$ cat src/rtl/serial_link_pkg.sv
// Shared types and constants for the single-bit serial sequence link (transmitter and detector).
// SERIAL_PATTERN_TX_PARITY_EN enables the trailing even-parity bit; the parity helper lives here so both ends agree.
package serial_link_pkg;

    typedef enum logic [1:0] {
        IDLE,
        SHIFT,
        GAP,
        PARITY
    } link_state_t;

    localparam int   DEFAULT_WIDTH      = 8;
    localparam int   DEFAULT_GAP        = 2;
    localparam logic IDLE_LEVEL_DEFAULT = 1'b0;

    // Words narrower than 32 bits are zero-extended by the caller, which leaves the parity unchanged.
    function automatic logic even_parity(input logic [31:0] word);
        return ^word;
    endfunction

endpackage

$ cat src/rtl/piso_shift_reg.sv
// Parallel-load, shift-left register that feeds the serial transmitter; the MSB is the next bit to send.
module piso_shift_reg #(
    parameter int WIDTH = 8
) (
    input  logic             clk,
    input  logic             rst,
    input  logic             load,
    input  logic             shift,
    input  logic             clear,
    input  logic [WIDTH-1:0] load_data,
    output logic             msb
);

    logic [WIDTH-1:0] data;

    always_ff @(posedge clk or negedge rst) begin
        if (!rst) begin
            data <= '0;
        end else if (clear) begin
            data <= '0;
        end else if (load) begin
            data <= load_data;
        end else if (shift) begin
            data <= {data[WIDTH-2:0], 1'b0};
        end
    end

    assign msb = data[WIDTH-1];

endmodule

$ cat src/rtl/serial_pattern_tx.sv
// Serial pattern transmitter: accepts a word over valid/ready and sends it MSB-first, followed by an idle gap.
// Define SERIAL_PATTERN_TX_PARITY_EN to append an even-parity bit after the last data bit.
module serial_pattern_tx
    import serial_link_pkg::*;
#(
    parameter int   WIDTH      = DEFAULT_WIDTH,
    parameter int   GAP_CYCLES = DEFAULT_GAP,
    parameter logic IDLE_LEVEL = IDLE_LEVEL_DEFAULT
) (
    input  logic             clk,
    input  logic             rst,
    input  logic             clear,
    input  logic [WIDTH-1:0] data_in,
    input  logic             data_valid,
    output logic             data_ready,
    output logic             out,
    output logic             out_valid,
    output logic             frame_start,
    output logic             busy
);

    localparam int                CNT_W    = $clog2(WIDTH);
    localparam logic [CNT_W-1:0]  LAST_BIT = CNT_W'(WIDTH - 1);
    localparam logic [3:0]        GAP_LOAD = (GAP_CYCLES > 0) ? 4'(GAP_CYCLES - 1) : 4'd0;

    link_state_t      state;
    logic [CNT_W-1:0] bit_cnt;
    logic [3:0]       gap_cnt;
    logic             next_msb;
    logic             accept;

    assign data_ready = (state == IDLE) && !clear;
    assign accept     = data_valid && data_ready;

    // The register is loaded already shifted by one: the MSB goes straight to out on the accept edge.
    piso_shift_reg #(
        .WIDTH(WIDTH)
    ) u_piso (
        .clk       (clk),
        .rst       (rst),
        .load      (accept),
        .shift     ((state == SHIFT) && !clear),
        .clear     (clear),
        .load_data ({data_in[WIDTH-2:0], 1'b0}),
        .msb       (next_msb)
    );

`ifdef SERIAL_PATTERN_TX_PARITY_EN
    logic parity_bit;

    always_ff @(posedge clk or negedge rst) begin
        if (!rst) begin
            parity_bit <= 1'b0;
        end else if (clear) begin
            parity_bit <= 1'b0;
        end else if (accept) begin
            parity_bit <= even_parity(32'(data_in));
        end
    end
`endif

    always_ff @(posedge clk or negedge rst) begin
        if (!rst) begin
            state       <= IDLE;
            bit_cnt     <= '0;
            gap_cnt     <= '0;
            out         <= IDLE_LEVEL;
            out_valid   <= 1'b0;
            frame_start <= 1'b0;
            busy        <= 1'b0;
        end else if (clear) begin
            state       <= IDLE;
            bit_cnt     <= '0;
            gap_cnt     <= '0;
            out         <= IDLE_LEVEL;
            out_valid   <= 1'b0;
            frame_start <= 1'b0;
            busy        <= 1'b0;
        end else begin
            frame_start <= 1'b0;
            case (state)
                IDLE: begin
                    if (data_valid) begin
                        state       <= SHIFT;
                        bit_cnt     <= LAST_BIT;
                        out         <= data_in[WIDTH-1];
                        out_valid   <= 1'b1;
                        frame_start <= 1'b1;
                        busy        <= 1'b1;
                    end
                end
                SHIFT: begin
                    if (bit_cnt != '0) begin
                        bit_cnt <= bit_cnt - 1'b1;
                        out     <= next_msb;
                    end else begin
`ifdef SERIAL_PATTERN_TX_PARITY_EN
                        state <= PARITY;
                        out   <= parity_bit;
`else
                        out       <= IDLE_LEVEL;
                        out_valid <= 1'b0;
                        if (GAP_CYCLES > 0) begin
                            state   <= GAP;
                            gap_cnt <= GAP_LOAD;
                        end else begin
                            state <= IDLE;
                            busy  <= 1'b0;
                        end
`endif
                    end
                end
`ifdef SERIAL_PATTERN_TX_PARITY_EN
                PARITY: begin
                    out       <= IDLE_LEVEL;
                    out_valid <= 1'b0;
                    if (GAP_CYCLES > 0) begin
                        state   <= GAP;
                        gap_cnt <= GAP_LOAD;
                    end else begin
                        state <= IDLE;
                        busy  <= 1'b0;
                    end
                end
`endif
                GAP: begin
                    if (gap_cnt != 4'd0) begin
                        gap_cnt <= gap_cnt - 4'd1;
                    end else begin
                        state <= IDLE;
                        busy  <= 1'b0;
                    end
                end
                default: begin
                    state     <= IDLE;
                    out       <= IDLE_LEVEL;
                    out_valid <= 1'b0;
                    busy      <= 1'b0;
                end
            endcase
        end
    end

endmodule

$ cat config.mk
export PLATFORM = sky130hd
export DESIGN_NAME = serial_pattern_tx
export DESIGN_NICKNAME = d
export VERILOG_FILES = /design/src/rtl/serial_link_pkg.sv /design/src/rtl/piso_shift_reg.sv /design/src/rtl/serial_pattern_tx.sv
export SDC_FILE = /design/constraint.sdc
export NUM_CORES = 1
export LEC_CHECK = 0
export ABC_AREA = 1
export CORE_ASPECT_RATIO = 1.5
export CORE_UTILIZATION = 40
export CTS_CLUSTER_SIZE = 8
export DETAILED_ROUTE_END_ITERATION = 8
export GPL_ROUTABILITY_DRIVEN = 1
export PLACE_DENSITY = 0.63
export SETUP_SLACK_MARGIN = 0.5
export SLEW_MARGIN = 10
export SYNTH_ARGS = -nofsm -noshare
export SYNTH_HDL_FRONTEND = slang
export SYNTH_SLANG_ARGS = --single-unit
$ cat constraint.sdc
create_clock -name clk -period 1.6 [get_ports clk]
set_input_delay 0.16 -clock clk [delete_from_list [all_inputs] [get_ports clk]]
set_output_delay 0.16 -clock clk [all_outputs]
set_load 0.01 [all_outputs]
==> results.py, run 1 <==
metrics = {
    "setup_path": {
        "crit_required_ps": 1800,
        "critical_path_class": "reg2reg",
        "path_max_fanout": 4,
        "worstPathArrival_ps": 1470,
        "critPathLaunchType": "flop",
        "end_kind": "flop",
        "reg2reg_slack_ps": 330,
    },
    "synthesis": {
        "synth_edf_count": 0,
        "async_reset_ff_share_pct": 100,
        "netlist_area_sq_um": 1130,
        "ys_seq_area_share_pct": 44.4,
        "synth_ff_type": "dfrtp_1",
        "yosys.area.top_type": "dfrtp_1",
        "ys_warn_count": 0,
        "synth_top_area_share_pct": 44.4,
        "postSynthAreaPerCell_sq_um": 7.77,
        "yosysUniqueCellTypes": 22,
        "netlist_top_cells_area": "dfrtp_1 (44%), nand2_1 (20%), inv_1 (5.7%)",
        "synth_seq_cells": 20,
        "syn-instance-count": 145,
        "synth_nets": 161,
    },
    "routing": {
        "dr_total_vias": 1030,
        "firstDrtPassIters": 4,
        "drt-total-wl_mm": 2.59,
        "vias_per_cell": 4.70,
        "drc": 0,
        "wl_per_cell_um": 11.8,
        "drtAntennaViolNets": 0,
        "drtIter0Drc": 7,
    },
    "layout": {
        "drive_gt1_share_pct": 39.0,
        "n_antenna_cell": 0,
        "fin_nets": 199,
        "area_growth_pct": 48.2,
    },
    "power_and_ir_drop": {
        "pwr_density_cell_nw_per_um2": 958,
        "combPwrFrac_pct": 37.1,
        "power_w": 0.00160,
        "p_seq_share_pct": 38.7,
        "p_sw_share_pct": 33.7,
        "clkPwrFrac_pct": 24.2,
        "p_int_w": 0.00106,
        "p_leak_nw": 0.906,
        "p_sw_w": 0.000539,
        "irDropWorstVdd_uv": 614,
    },
    "sta": {
        "max_freq_mhz": 788,
        "relSlewSlack_pct": 82.5,
        "rsz0062_at_grt": "true",
        "min_period_over_period_pct": 79.4,
        "final_hold_viol_count": 0,
        "tns_ps": 0,
        "period_minus_slack_ps": 1270,
        "slew_violations": 0,
        "fin_skew_ps": 6.50,
        "setup_viol": 0,
        "tightest_slew_ps": 262,
    },
    "grt": {
        "grt_pass1_vias": 1128,
        "overflow": 0,
        "grt_use_total_pct": 21.3,
        "antenna_found_initial": 0,
        "grt_pass1_wl_mm": 4.66,
        "grt_max_degree": 21,
    },
    "clocking": {
        "cts_tree": "done",
        "clkTransAtPathRegs_ps": 80,
        "clock_sinks": 20,
        "cts_root_buf": "clkbuf_8",
        "clkLatencyLatePin_ps": 260,
        "cts_inserted_buffers": 3,
        "cts_max_level": 1,
        "ctsHoldBuffers": 0,
        "clock_path_buffers": 2,
    },
    "floorplanning": {
        "coreArea_sq_um": 2680,
        "die_h_um": 67.0,
        "start_util_pct": 42.1,
        "rows": 23,
        "dieWidth_um": 45.3,
        "dieArea_sq_um": 3040,
        "ioPinCount": 17,
    },
    "place": {
        "io_buffers": 16,
        "post-dp-hpwl_mm": 1.76,
        "place_congestion": 0.810,
    },
    "hold_path": {
        "hp-class": "in2async",
    },
    "outcome": {
        "outcome": "complete, no violations",
    },
    "flow_run": {
        "cap_violations": 0,
    },
}
-- stage by stage --
step / setup WS [ps] / instance area (sq um) / std cells / utilization (%) / hold slack, ps
after floorplan: 481 / 1140 / 145 / - / -136
final: 330 / 1670 / 219 / 62.4 / 238
after detailed placement: 65.7 / 1380 / 203 / 51.7 / 464
after CTS: 340 / 1640 / 219 / 61.4 / 249
after global routing: 231 / 1670 / 219 / 62.4 / 273
after global placement: 62.5 / 1380 / 203 / 51.7 / 457
-- final cells by class --
class	count	area [sq um]
Timing Repair Buffer	32	297
Sequential cell	20	500
Tap cell	37	46.3
Fill cell	235	1010
Clock buffer	4	55.1
Inverter	24	95.1
Multi-Input combinational cell	102	676
-- per-layer routing --
metal / up-vias / global-route usage [%] / part of all wire [%] / wire length, um
met5: - / 0 / 0 / 0
met4: 0 / 8.71 / 1.5 / 40
met3: 6 / 3.79 / 2.7 / 71
met2: 20 / 40.6 / 59 / 1530
met1: 492 / 21.5 / 37 / 954
li1: 512 / - / - / -
-- worst max-delay path, stage by stage, from the launching register on --
cell and delay, ps:
dfrtp_1 400, nor2_2 160, buf_4 140, nand3_4 70, o21ai_4 130, inv_2 70, nand2_2 90, nand2_1 60
nand2_1 70
-- kinds of logic (layout without fill, tap and decap cells) --
group | count (synthesis) | in the layout | synth area share [%]
flip-flops | 20 | 20 | 44.4
buffers and inverters | 24 | 60 | 8.44
adder cells (fa/ha/maj) | 4 | 4 | 4.44
XOR/XNOR | 1 | 1 | 0.778
AND/OR/NAND/NOR | 87 | 88 | 35.7
AO/OA/AOI/OAI | 9 | 9 | 6.22
-- synth_stat cells, types with 2 or more instances --
cell	count
inv_4	2
nand2_4	3
o21ai_0	3
inv_2	5
inv_1	17
o21ai_2	3
nor2_4	3
dfrtp_1	20
ha_1	4
nand3_1	9
nand2_1	59
nor2_1	7
-- power by group through the flow --
stage	Combinational (W)	Sequential (W)	Clock (W)
floorplan	0.000282	0.000620	0
global placement	0.000426	0.000616	0
detailed placement	0.000439	0.000619	0
CTS	0.000560	0.000617	0.000401
global route	0.000658	0.000626	0.000417
finish	0.000593	0.000619	0.000387
-- cells in the final DEF (no fill, tap or decap) --
master,count
nand2_1,46
dfrtp_1,20
inv_1,12
buf_4,12
inv_2,10
clkdlybuf4s50_1,10
nand2_4,9
nand2_2,7
nor2_4,6
nand3_2,5
nor2_1,4
nand3_1,4
clkbuf_8,4
o21ai_1,3
o21ai_2,3
clkdlybuf4s15_1,3
buf_6,3
nor2_2,2
inv_4,2
ha_2,2
ha_1,2
dlygate4sd2_1,2
nand3_4,1
o21ai_4,1
o21ai_0,1
nand2_8,1
xnor2_1,1
or2_4,1
nand4_1,1
or2_1,1
o211ai_1,1
buf_2,1
buf_12,1
-- sequential cells by signal, summed over array words and instances, names as in the netlist --
register     count
busy             1
out              1
frame_start      1
out_valid        1
bit_cnt          3
state            2
u_piso.data      7
gap_cnt          4
-- path summary, 6_finish.rpt --
check                                        from                          to  cells past startpoint
setup / recovery             state[0]$_DFFE_PN0P_      bit_cnt[2]$_DFFE_PN0P_                      8
min in group clk                       data_in[0]  u_piso.data[1]$_DFFE_PN0P_                      3
max in group asynchronous                     rst        state[1]$_DFFE_PN0P_                      2
setup reg to reg             state[0]$_DFFE_PN0P_      bit_cnt[2]$_DFFE_PN0P_                      8
hold / removal                                rst  u_piso.data[6]$_DFFE_PN0P_                      2
hold reg to reg            bit_cnt[1]$_DFFE_PN0P_      bit_cnt[1]$_DFFE_PN0P_                      2
-- timing repair --
item,4_1_cts,5_1_grt
pin swaps,10,1
setup buffers,11,0
setup endpoints to repair,25,23
resized for setup,38,15
gates cloned,1,0
(Power assumes the default switching activity.)
==> inputs of run 2 (changes only) <==
- clock period: 1.6 -> 1.2 ns (I/O delays scaled with it)
==> run 2 against run 1 <==
Compared with the run above: the run now ends with setup timing left; critical path depth shrank 1; cell count rose by 3.2%; clock-buffer cell count fell by 1; sequential share of layout area grew 0.93 points; critical endpoint is now gap_cnt[1]$_DFFE_PN0P_; largest cell class unchanged; highest routed layer unchanged.
==> results.py, run 2 (synthesis results as in run 1) <==
metrics = {
    "outcome": {
        "outcome": "finished, violations left",
        "violations": "setup timing",
    },
    "setup_path": {
        "worstPathArrival_ps": 1440,
        "critical_path_class": "reg2reg",
        "end_kind": "flop",
        "path_max_fanout": 3,
        "crit_required_ps": 1390,
        "critPathLaunchType": "flop",
    },
    "sta": {
        "fin_skew_ps": 2.03,
        "min_period_over_period_pct": 104,
        "worst_slack_ps": -44.8,
        "slew_violations": 0,
        "setup_viol": 7,
        "tightest_slew_ps": 305,
        "tns_ps": -180,
        "rsz0062_at_grt": "true",
        "relSlewSlack_pct": 79.6,
        "max_freq_mhz": 803,
        "holdWs_ps": 203,
        "period_minus_slack_ps": 1240,
        "final_hold_viol_count": 0,
    },
    "clocking": {
        "clkLatencyLatePin_ps": 260,
        "clkTransAtPathRegs_ps": 70,
        "clock_path_buffers": 2,
        "clock_sinks": 20,
        "cts_tree": "done",
        "cts_max_level": 1,
        "cts_inserted_buffers": 3,
        "cts_root_buf": "clkbuf_8",
    },
    "routing": {
        "wl_met2_mm": 1.46,
        "vias_per_cell": 4.59,
        "dr_total_vias": 1037,
        "dr.max_layer_used": "met4",
        "wl_per_cell_um": 11.1,
        "firstDrtPassIters": 4,
        "drt-total-wl_mm": 2.51,
        "drtIter0Drc": 13,
        "met3WireLength_um": 44,
        "drtAntennaViolNets": 0,
        "drc": 0,
        "wl_met1_um": 955,
    },
    "layout": {
        "n_antenna_cell": 0,
        "reg.largest.list": "u_piso.data (7), gap_cnt (4), bit_cnt (3)",
        "fin_nets": 207,
        "regMostFlops": "u_piso.data",
        "fin_util_pct": 60.5,
        "area_growth_pct": 43.8,
        "largest_reg_flops": 7,
        "final_common_cell": "nand2_1",
        "layout_common_cells": "nand2_1 (53), dfrtp_1 (20), buf_4 (20)",
        "drive_gt1_share_pct": 35.4,
    },
    "place": {
        "place_congestion": 0.825,
        "io_buffers": 16,
        "post-dp-hpwl_mm": 1.90,
        "place_ws_ps": -249,
    },
    "floorplanning": {
        "dieWidth_um": 45.3,
        "ioPinCount": 17,
        "die_h_um": 67.0,
        "dieArea_sq_um": 3040,
        "coreArea_sq_um": 2680,
        "start_util_pct": 42.1,
        "rows": 23,
    },
    "power_and_ir_drop": {
        "p_seq_share_pct": 40.5,
        "p_sw_w": 0.000673,
        "combPwrFrac_pct": 37.6,
        "irDropWorstVdd_uv": 863,
        "pwr_density_cell_nw_per_um2": 1240,
        "p_leak_nw": 0.839,
        "p_sw_share_pct": 33.5,
        "p_int_w": 0.00133,
        "clkPwrFrac_pct": 21.8,
    },
    "grt": {
        "grt_use_total_pct": 19.1,
        "grt_pass1_vias": 1006,
        "grt_pass1_wl_mm": 4.11,
        "grt_max_degree": 21,
        "antenna_found_initial": 0,
        "overflow": 0,
    },
    "hold_path": {
        "hp-class": "in2async",
    },
    "flow_run": {
        "cap_violations": 0,
    },
}
-- run 2: cell types whose count changed in the layout (fill, tap and decap cells not counted), moves of 2 or more --
cell / before / now
nand2_2: 7 / 5
clkdlybuf4s15_1: 3 / 0
inv_1: 12 / 14
nand3_2: 5 / 0
nand2_4: 9 / 4
buf_2: 1 / 5
inv_2: 10 / 7
nand3_1: 4 / 9
buf_4: 12 / 20
nand2_1: 46 / 53
dlygate4sd2_1: 2 / 0
-- run 2: power by group through the flow --
stage	clock network (W)	registers [W]	logic, W
2_1_floorplan	0	0.000827	0.000390
3_3_place_gp	0	0.000820	0.000660
3_5_place_dp	0	0.000826	0.000679
4_1_cts	0.000450	0.000816	0.000719
5_1_grt	0.000470	0.000822	0.000842
6_report	0.000438	0.000813	0.000755
-- run 2: final timing paths --
check,start,depth (start not counted),to,slack [ps]
max reg2reg,state[0]$_DFFE_PN0P_,7,gap_cnt[1]$_DFFE_PN0P_,-40
min,rst,2,bit_cnt[2]$_DFFE_PN0P_,200
min in group clk,data_in[0],3,u_piso.data[1]$_DFFE_PN0P_,410
min reg2reg,out$_DFFE_PN0P_,2,out$_DFFE_PN0P_,480
max in group asynchronous,rst,2,u_piso.data[4]$_DFFE_PN0P_,780
max,state[0]$_DFFE_PN0P_,7,gap_cnt[1]$_DFFE_PN0P_,-40
-- run 2: layout make-up --
| class | count | area (sq um) |
|---|---|---|
| sequential | 20 | 500 |
| timing repair buffer | 40 | 330 |
| tap | 37 | 46.3 |
| clock buffer | 3 | 41.3 |
| fill | 258 | 1060 |
| inverter | 24 | 97.6 |
| multi-input combinational | 102 | 603 |
-- run 2: metal layers --
| layer | vias up | track usage (%) |
|---|---|---|
| met4 | 0 | 9.09 |
| met5 | - | 0 |
| met2 | 13 | 35.5 |
| met1 | 491 | 19.7 |
| li1 | 529 | - |
| met3 | 4 | 3.25 |
-- run 2: repair_timing --
item,4_1_cts,5_1_grt
pin swaps,6,1
gates resized for setup,32,7
setup buffers,2,3
setup endpoints to repair,25,25
hold buffers,0,0
gates cloned,1,0
-- run 2: worst max-delay path: stages (launching register included) --
cell	delay, ps
dfrtp_1	400
buf_6	130
inv_4	60
nand2_2	80
nor2_4	140
inv_2	60
or2_1	210
o21ai_2	100
-- run 2: metrics by stage --
stage / total power (W) / instance area, sq um / cells
after global placement: 0.00148 / 1500 / 217
after detailed placement: 0.00151 / 1500 / 217
after global routing: 0.00213 / 1620 / 226
after CTS: 0.00199 / 1580 / 223
after floorplan: 0.00122 / 1150 / 145
final: 0.00201 / 1620 / 226
==> inputs of run 3 (changes only) <==
- TNS_END_PERCENT: default -> 100
==> results of run 3 <==
No change in the layout: final DEF, timing and power equal those of run 2.
